--- src/rtl/stream_arb_mux_if.sv ---
// Stream bundle between N upstream requesters and one shared downstream port.
// The arbiter sits on the slave modport; the traffic source/sink uses master.
interface stream_arb_mux_if #(
  parameter int N   = 4,
  parameter int W   = 64,
  parameter int IDW = (N > 1) ? $clog2(N) : 1
);
  logic [N-1:0]   in_valid;
  logic [N-1:0]   in_ready;
  logic [N*W-1:0] in_data;
  logic [N-1:0]   in_last;
  logic           out_valid;
  logic           out_ready;
  logic [W-1:0]   out_data;
  logic           out_last;
  logic [IDW-1:0] out_id;

  modport slave (
    input  in_valid, in_data, in_last, out_ready,
    output in_ready, out_valid, out_data, out_last, out_id
  );

  modport master (
    output in_valid, in_data, in_last, out_ready,
    input  in_ready, out_valid, out_data, out_last, out_id
  );
endinterface

--- src/rtl/stream_arb_mux.sv ---
// Packet-level round-robin arbiter/mux: a grant is held from the first beat of a
// packet until its last beat is accepted, feeding one registered output stage.
module stream_arb_mux #(
  parameter int N   = 4,
  parameter int W   = 64,
  parameter int IDW = (N > 1) ? $clog2(N) : 1
) (
  input  logic              clk,
  input  logic              rstn,
  input  logic              enable,
  stream_arb_mux_if.slave   bus,
  output logic [N-1:0]      gnt,
  output logic              busy
);

  typedef enum logic {S_IDLE, S_LOCK} state_e;

  state_e         state_q, state_d;
  logic [N-1:0]   gnt_q, gnt_d;
  logic [IDW-1:0] ptr_q, ptr_d;
  logic           out_valid_q, out_valid_d;
  logic           out_last_q, out_last_d;
  logic [W-1:0]   out_data_q, out_data_d;
  logic [IDW-1:0] out_id_q, out_id_d;

  logic [N-1:0]   in_ready;
  logic [W-1:0]   sel_data;
  logic [IDW-1:0] winner;
  logic           accept;
  logic           acc_last;
  logic           any_req;

  // Search starts one past the last owner, so the previous owner is tried last.
  function automatic logic [IDW-1:0] rr_pick(input logic [N-1:0] req,
                                             input logic [IDW-1:0] last);
    logic [IDW-1:0] pick;
    logic [IDW-1:0] ii;
    logic           found;
    int unsigned    idx;
    pick  = last;
    found = 1'b0;
    for (int unsigned k = 1; k <= N; k++) begin
      idx = (32'(last) + k) % N;
      ii  = IDW'(idx);
      if (!found && req[ii]) begin
        pick  = ii;
        found = 1'b1;
      end
    end
    return pick;
  endfunction

  function automatic logic [N-1:0] to_onehot(input logic [IDW-1:0] idx);
    logic [N-1:0] oh;
    for (int unsigned i = 0; i < N; i++) begin
      oh[i] = (IDW'(i) == idx);
    end
    return oh;
  endfunction

  // Handshake and datapath selection; in_ready depends only on grant and output stage.
  always_comb begin
    in_ready = '0;
    sel_data = '0;
    if (state_q == S_LOCK) begin
      in_ready = gnt_q & {N{!out_valid_q || bus.out_ready}};
    end
    for (int unsigned i = 0; i < N; i++) begin
      if (gnt_q[i]) begin
        sel_data = sel_data | bus.in_data[i*W +: W];
      end
    end
    accept   = |(bus.in_valid & in_ready);
    acc_last = |(bus.in_last & gnt_q);
    any_req  = enable && (|bus.in_valid);
    winner   = rr_pick(bus.in_valid, ptr_q);
  end

  always_comb begin
    state_d     = state_q;
    gnt_d       = gnt_q;
    ptr_d       = ptr_q;
    out_valid_d = out_valid_q;
    out_last_d  = out_last_q;
    out_data_d  = out_data_q;
    out_id_d    = out_id_q;

    if (accept) begin
      out_valid_d = 1'b1;
      out_data_d  = sel_data;
      out_last_d  = acc_last;
      out_id_d    = ptr_q;
    end else if (bus.out_ready) begin
      out_valid_d = 1'b0;
    end

    case (state_q)
      S_IDLE: begin
        if (any_req) begin
          state_d = S_LOCK;
          gnt_d   = to_onehot(winner);
          ptr_d   = winner;
        end
      end
      S_LOCK: begin
        // Re-arbitrate on the accepted last beat for a bubble-free handover.
        if (accept && acc_last) begin
          if (any_req) begin
            gnt_d = to_onehot(winner);
            ptr_d = winner;
          end else begin
            state_d = S_IDLE;
            gnt_d   = '0;
          end
        end
      end
      default: begin
        state_d = S_IDLE;
        gnt_d   = '0;
      end
    endcase
  end

  always_ff @(posedge clk or negedge rstn) begin
    if (!rstn) begin
      state_q     <= S_IDLE;
      gnt_q       <= '0;
      ptr_q       <= IDW'(N - 1);
      out_valid_q <= 1'b0;
      out_last_q  <= 1'b0;
      out_data_q  <= '0;
      out_id_q    <= '0;
    end else begin
      state_q     <= state_d;
      gnt_q       <= gnt_d;
      ptr_q       <= ptr_d;
      out_valid_q <= out_valid_d;
      out_last_q  <= out_last_d;
      out_data_q  <= out_data_d;
      out_id_q    <= out_id_d;
    end
  end

  assign bus.in_ready  = in_ready;
  assign bus.out_valid = out_valid_q;
  assign bus.out_data  = out_data_q;
  assign bus.out_last  = out_last_q;
  assign bus.out_id    = out_id_q;
  assign gnt           = gnt_q;
  assign busy          = (state_q == S_LOCK);

  // The pointer always names the lock owner, which is what out_id is loaded from.
  always_ff @(posedge clk) begin
    if (rstn) begin
      assert ($onehot0(gnt_q));
      assert ($onehot0(in_ready));
      assert (state_q == S_LOCK || gnt_q == '0);
      assert (state_q != S_LOCK || gnt_q == to_onehot(ptr_q));
    end
  end

endmodule
--- src/flat_wrapper.sv ---
// flat-port wrapper written by rule: the top's interface ports become plain ports
module stream_arb_mux_flat 
#(
  parameter int N   = 4,
  parameter int W   = 64,
  parameter int IDW = (N > 1) ? $clog2(N) : 1
)
  (clk, rstn, enable, gnt, busy, bus_in_valid, bus_in_data, bus_in_last, bus_out_ready, bus_in_ready, bus_out_valid, bus_out_data, bus_out_last, bus_out_id);
  stream_arb_mux_if #(.N(N), .W(W), .IDW(IDW)) bus_i ();
  input  logic clk;
  input  logic rstn;
  input  logic enable;
  output logic [N-1:0] gnt;
  output logic busy;
  input wire logic [$bits(bus_i.in_valid)-1:0] bus_in_valid;
  input wire logic [$bits(bus_i.in_data)-1:0] bus_in_data;
  input wire logic [$bits(bus_i.in_last)-1:0] bus_in_last;
  input wire logic [$bits(bus_i.out_ready)-1:0] bus_out_ready;
  output wire logic [$bits(bus_i.in_ready)-1:0] bus_in_ready;
  output wire logic [$bits(bus_i.out_valid)-1:0] bus_out_valid;
  output wire logic [$bits(bus_i.out_data)-1:0] bus_out_data;
  output wire logic [$bits(bus_i.out_last)-1:0] bus_out_last;
  output wire logic [$bits(bus_i.out_id)-1:0] bus_out_id;
  assign bus_i.in_valid = bus_in_valid;
  assign bus_i.in_data = bus_in_data;
  assign bus_i.in_last = bus_in_last;
  assign bus_i.out_ready = bus_out_ready;
  assign bus_in_ready = bus_i.in_ready;
  assign bus_out_valid = bus_i.out_valid;
  assign bus_out_data = bus_i.out_data;
  assign bus_out_last = bus_i.out_last;
  assign bus_out_id = bus_i.out_id;
  stream_arb_mux #(.N(N), .W(W), .IDW(IDW)) u_core (.clk(clk), .rstn(rstn), .enable(enable), .bus(bus_i), .gnt(gnt), .busy(busy));
endmodule
--- config.mk ---
export PLATFORM = sky130hd
export DESIGN_NAME = stream_arb_mux_flat
export DESIGN_NICKNAME = d
export VERILOG_FILES = /design/src/rtl/stream_arb_mux_if.sv /design/src/rtl/stream_arb_mux.sv /design/src/flat_wrapper.sv
export SDC_FILE = /design/constraint.sdc
export NUM_CORES = 1
export LEC_CHECK = 0
export ABC_AREA = 1
export CAP_MARGIN = 20
export CORE_ASPECT_RATIO = 0.6
export CORE_MARGIN = 2
export CORE_UTILIZATION = 31
export CTS_BUF_LIST = sky130_fd_sc_hd__clkbuf_2
export DETAILED_ROUTE_END_ITERATION = 8
export PLACE_DENSITY_LB_ADDON = 0.12
export SYNTH_ARGS = -nofsm -noshare
export SYNTH_HDL_FRONTEND = slang
export SYNTH_SLANG_ARGS = --single-unit
--- constraint.sdc ---
create_clock -name clk -period 1.55 [get_ports clk]
set_clock_uncertainty 0.15 [all_clocks]
set_input_delay 0.31 -clock clk [delete_from_list [all_inputs] [get_ports clk]]
set_output_delay 0.31 -clock clk [all_outputs]
set_load 0.02 [all_outputs]
==> results.json, run 1 <==
{
  "grt_pass1_wl_um": 33800,
  "final_common_cell": "clkdlybuf4s50_1",
  "h-tree-depth": 3,
  "finalSetupViolCount": 113,
  "dpl.cell_count": 1100,
  "place_hpwl_um": 15200,
  "crit_path_end_kind": "flip-flop",
  "antenna_left": 0,
  "port_buffers": 344,
  "fin_setup_tns_ns": -21.20,
  "place_congestion": 0.936,
  "synthDistinctLibCells": 27,
  "cp_slowest_stage_delay_ns": 0.46,
  "routed_wl_um": 22400,
  "area_delta_synth_final_pct": 126,
  "crit_buf_inv": 6,
  "first_iter_violations": 363,
  "finalPower_mw": 17.4,
  "synth_cells": 558,
  "fmax_mhz": 535,
  "ys.warnings.count": 0,
  "final_nets": 1268,
  "worstPathRequired_ns": 1.85,
  "dr.pass1.iters": 5,
  "grt_usage": 0.277,
  "min_period_ns": 1.87,
  "status": "finished with violations",
  "clock-sinks": 75,
  "grt.overflow.total": 0,
  "wl_met2_um": 12100,
  "max-vdd-ir-drop_mv": 0.634,
  "cp_data_arrival_time_ns": 2.17,
  "violations": "negative setup slack",
  "clockBufferDepth": 2,
  "wl_per_cell_um": 18.7,
  "min_path_type": "input port to async pin",
  "period_share": 1.20,
  "die_y_um": 97.0,
  "synth_nets": 826,
  "slew_viol_final": 0,
  "synth_async_sr_flop_share": 1.00,
  "setup_slack_ns": -0.317,
  "cap_viol_max_count": 0,
  "worst_slew_pin_slew_ns": 0.491,
  "antenna_found_initial": 1,
  "critPathTopFamily": "buffers and inverters",
  "ys_seq_area_frac": 0.420,
  "power_density_nw_per_um2": 1730,
  "clock_latency_ns": 0.50,
  "ioPinCount": 345,
  "final-hold-violation-count": 0,
  "syn_avg_cell_area_um2": 8.01,
  "synth_edf_count": 0,
  "relSlewSlack": 0.672,
  "viasPerCell": 5.13,
  "coreArea_um2": 13900,
  "die-area_um2": 15400,
  "dominantRegCellSynth": "dfrtp_1",
  "fp.dieW_um": 159,
  "cts_buffers": 9,
  "ys_ff_latch": 75,
  "met1Wirelength_um": 8600,
  "vias": 6156,
  "slowest_stage": "dfrtp_2",
  "cts_tree": "yes",
  "critical_path_class": "flip-flop to flip-flop",
  "startpoint_type": "flip-flop",
  "clk_pin_slew_worst_paths_ns": 0.23,
  "grt_max_degree": 46,
  "rsz0062_at_grt": "true",
  "topRoutingLayerUsed": "met4",
  "rows": 33,
  "whs_ns": 0.0502,
  "met3_length_um": 1300,
  "start_util": 0.322,
  "crit_chain": "buf_6 > buf_12 > nand4_1 > nand2_1 > inv_2 > nand2_8 > buf_12 > inv_8 > buf_12 > nand2_1 > o21ai_1",
  "clockRootBuffer": "clkbuf_2",
  "leakage_nw": 4.54,
  "crit_top_cell": "buf_12",
  "drc_errors": 0,
  "layoutNonFillerInstCount": 1201,
  "crit_fanout": 8,
  "grt_pass1_vias": 6322,
  "synth_area_um2": 4470,
  "layout_common_cells": "clkdlybuf4s50_1 (266), nand2_1 (194), buf_6 (94)",
  "drive_above_1_share": 0.335
}
==> metal layers <==
layer | up-vias | track usage
met5 | - | 0
met4 | 0 | 0.0671
met3 | 34 | 0.0540
met2 | 268 | 0.529
met1 | 2970 | 0.318
li1 | 2884 | -
==> power breakdown <==
part / switching, mW / total, mW / internal, mW
Sequential: 0.611 / 3.34 / 2.73
Clock: 0.715 / 1.26 / 0.542
Combinational: 6.22 / 12.8 / 6.60
==> cell usage after synthesis (2+ instances only) <==
cell type | count | share of area
nand2_4 | 5 | 0.013
dfrtp_1 | 73 | 0.41
inv_1 | 7 | 0.0059
a22o_1 | 31 | 0.061
buf_6 | 2 | 0.0050
buf_1 | 3 | 0.0025
inv_2 | 6 | 0.0050
clkbuf_8 | 2 | 0.0062
nand2_2 | 8 | 0.011
buf_2 | 13 | 0.015
clkbuf_1 | 17 | 0.014
buf_4 | 7 | 0.012
nand4_1 | 5 | 0.0070
a221oi_1 | 64 | 0.13
nor2_1 | 7 | 0.0059
nand2_1 | 219 | 0.18
dfstp_2 | 2 | 0.012
o21ai_1 | 67 | 0.075
nand3_1 | 10 | 0.011
nor2_2 | 3 | 0.0042
==> flip-flops by register name, indices dropped and copies added (netlist names) <==
signal                count
u_core.ptr_q              2
u_core.bus.out_data      64
u_core.bus.out_id         2
u_core.bus.out_last       1
u_core.bus.out_valid      1
u_core.busy               1
u_core.gnt                4
==> cell type report <==
cell class | instances | area [um^2]
Inverter | 14 | 81.3
Tap cell | 192 | 240
Timing Repair Buffer | 473 | 5020
Multi-Input combinational cell | 425 | 2680
Clock buffer | 10 | 50.0
Timing Repair inverter | 2 | 27.5
Fill cell | 1025 | 3790
Antenna cell | 4 | 10.0
Sequential cell | 75 | 1890
Clock inverter | 6 | 88.8
==> final timing paths <==
check	from	to	slack (ns)	cells past startpoint
setup / recovery	u_core.gnt[1]	u_core.bus.out_data[59]	-0.32	11
hold / removal	rstn	u_core.bus.out_data[1]	0.05	2
setup reg to reg	u_core.gnt[1]	u_core.bus.out_data[59]	-0.32	11
hold reg to reg	u_core.bus.out_data[53]	u_core.bus.out_data[53]	0.39	2
max in group asynchronous	rstn	u_core.busy	0.70	3
min in group clk	bus_in_data[222]	u_core.bus.out_data[30]	0.30	3
==> metrics by stage <==
stage	worst slack, ns	cell area [um^2]	utilization
2_1_floorplan	-0.0631	4550	-
3_3_place_gp	-0.648	8420	0.607
3_5_place_dp	-0.661	8420	0.607
4_1_cts	-0.306	9730	0.701
5_1_grt	-0.412	10100	0.727
6_report	-0.317	10100	0.727
==> cells by family after synthesis <==
family | share of synthesized area
AOI/OAI and AO/OA | 0.270
DFF | 0.420
buffers and inverters | 0.0672
and+or+nand+nor | 0.242
==> timing repair <==
item                                    4_1_cts  5_1_grt
gates cloned                                 16        0
endpoints found under the setup margin      152      152
buffers inserted                             42       26
hold endpoints to repair                     75        0
gates resized for setup                     557       39
pin swaps                                    21       12
hold buffers                                  1        0
No activity file was read; power rests on OpenSTA's default activity.
==> inputs of run 2 (changes only) <==
--- a/config.mk
+++ b/config.mk
@@ -12,7 +12,9 @@
 export CORE_UTILIZATION = 31
 export CTS_BUF_LIST = sky130_fd_sc_hd__clkbuf_2
 export DETAILED_ROUTE_END_ITERATION = 8
+export GPL_ROUTABILITY_DRIVEN = 1
 export PLACE_DENSITY_LB_ADDON = 0.12
 export SYNTH_ARGS = -nofsm -noshare
 export SYNTH_HDL_FRONTEND = slang
 export SYNTH_SLANG_ARGS = --single-unit
+export TNS_END_PERCENT = 100
==> results of run 2 <==
Final layout, timing and power as in run 1 (identical DEF).
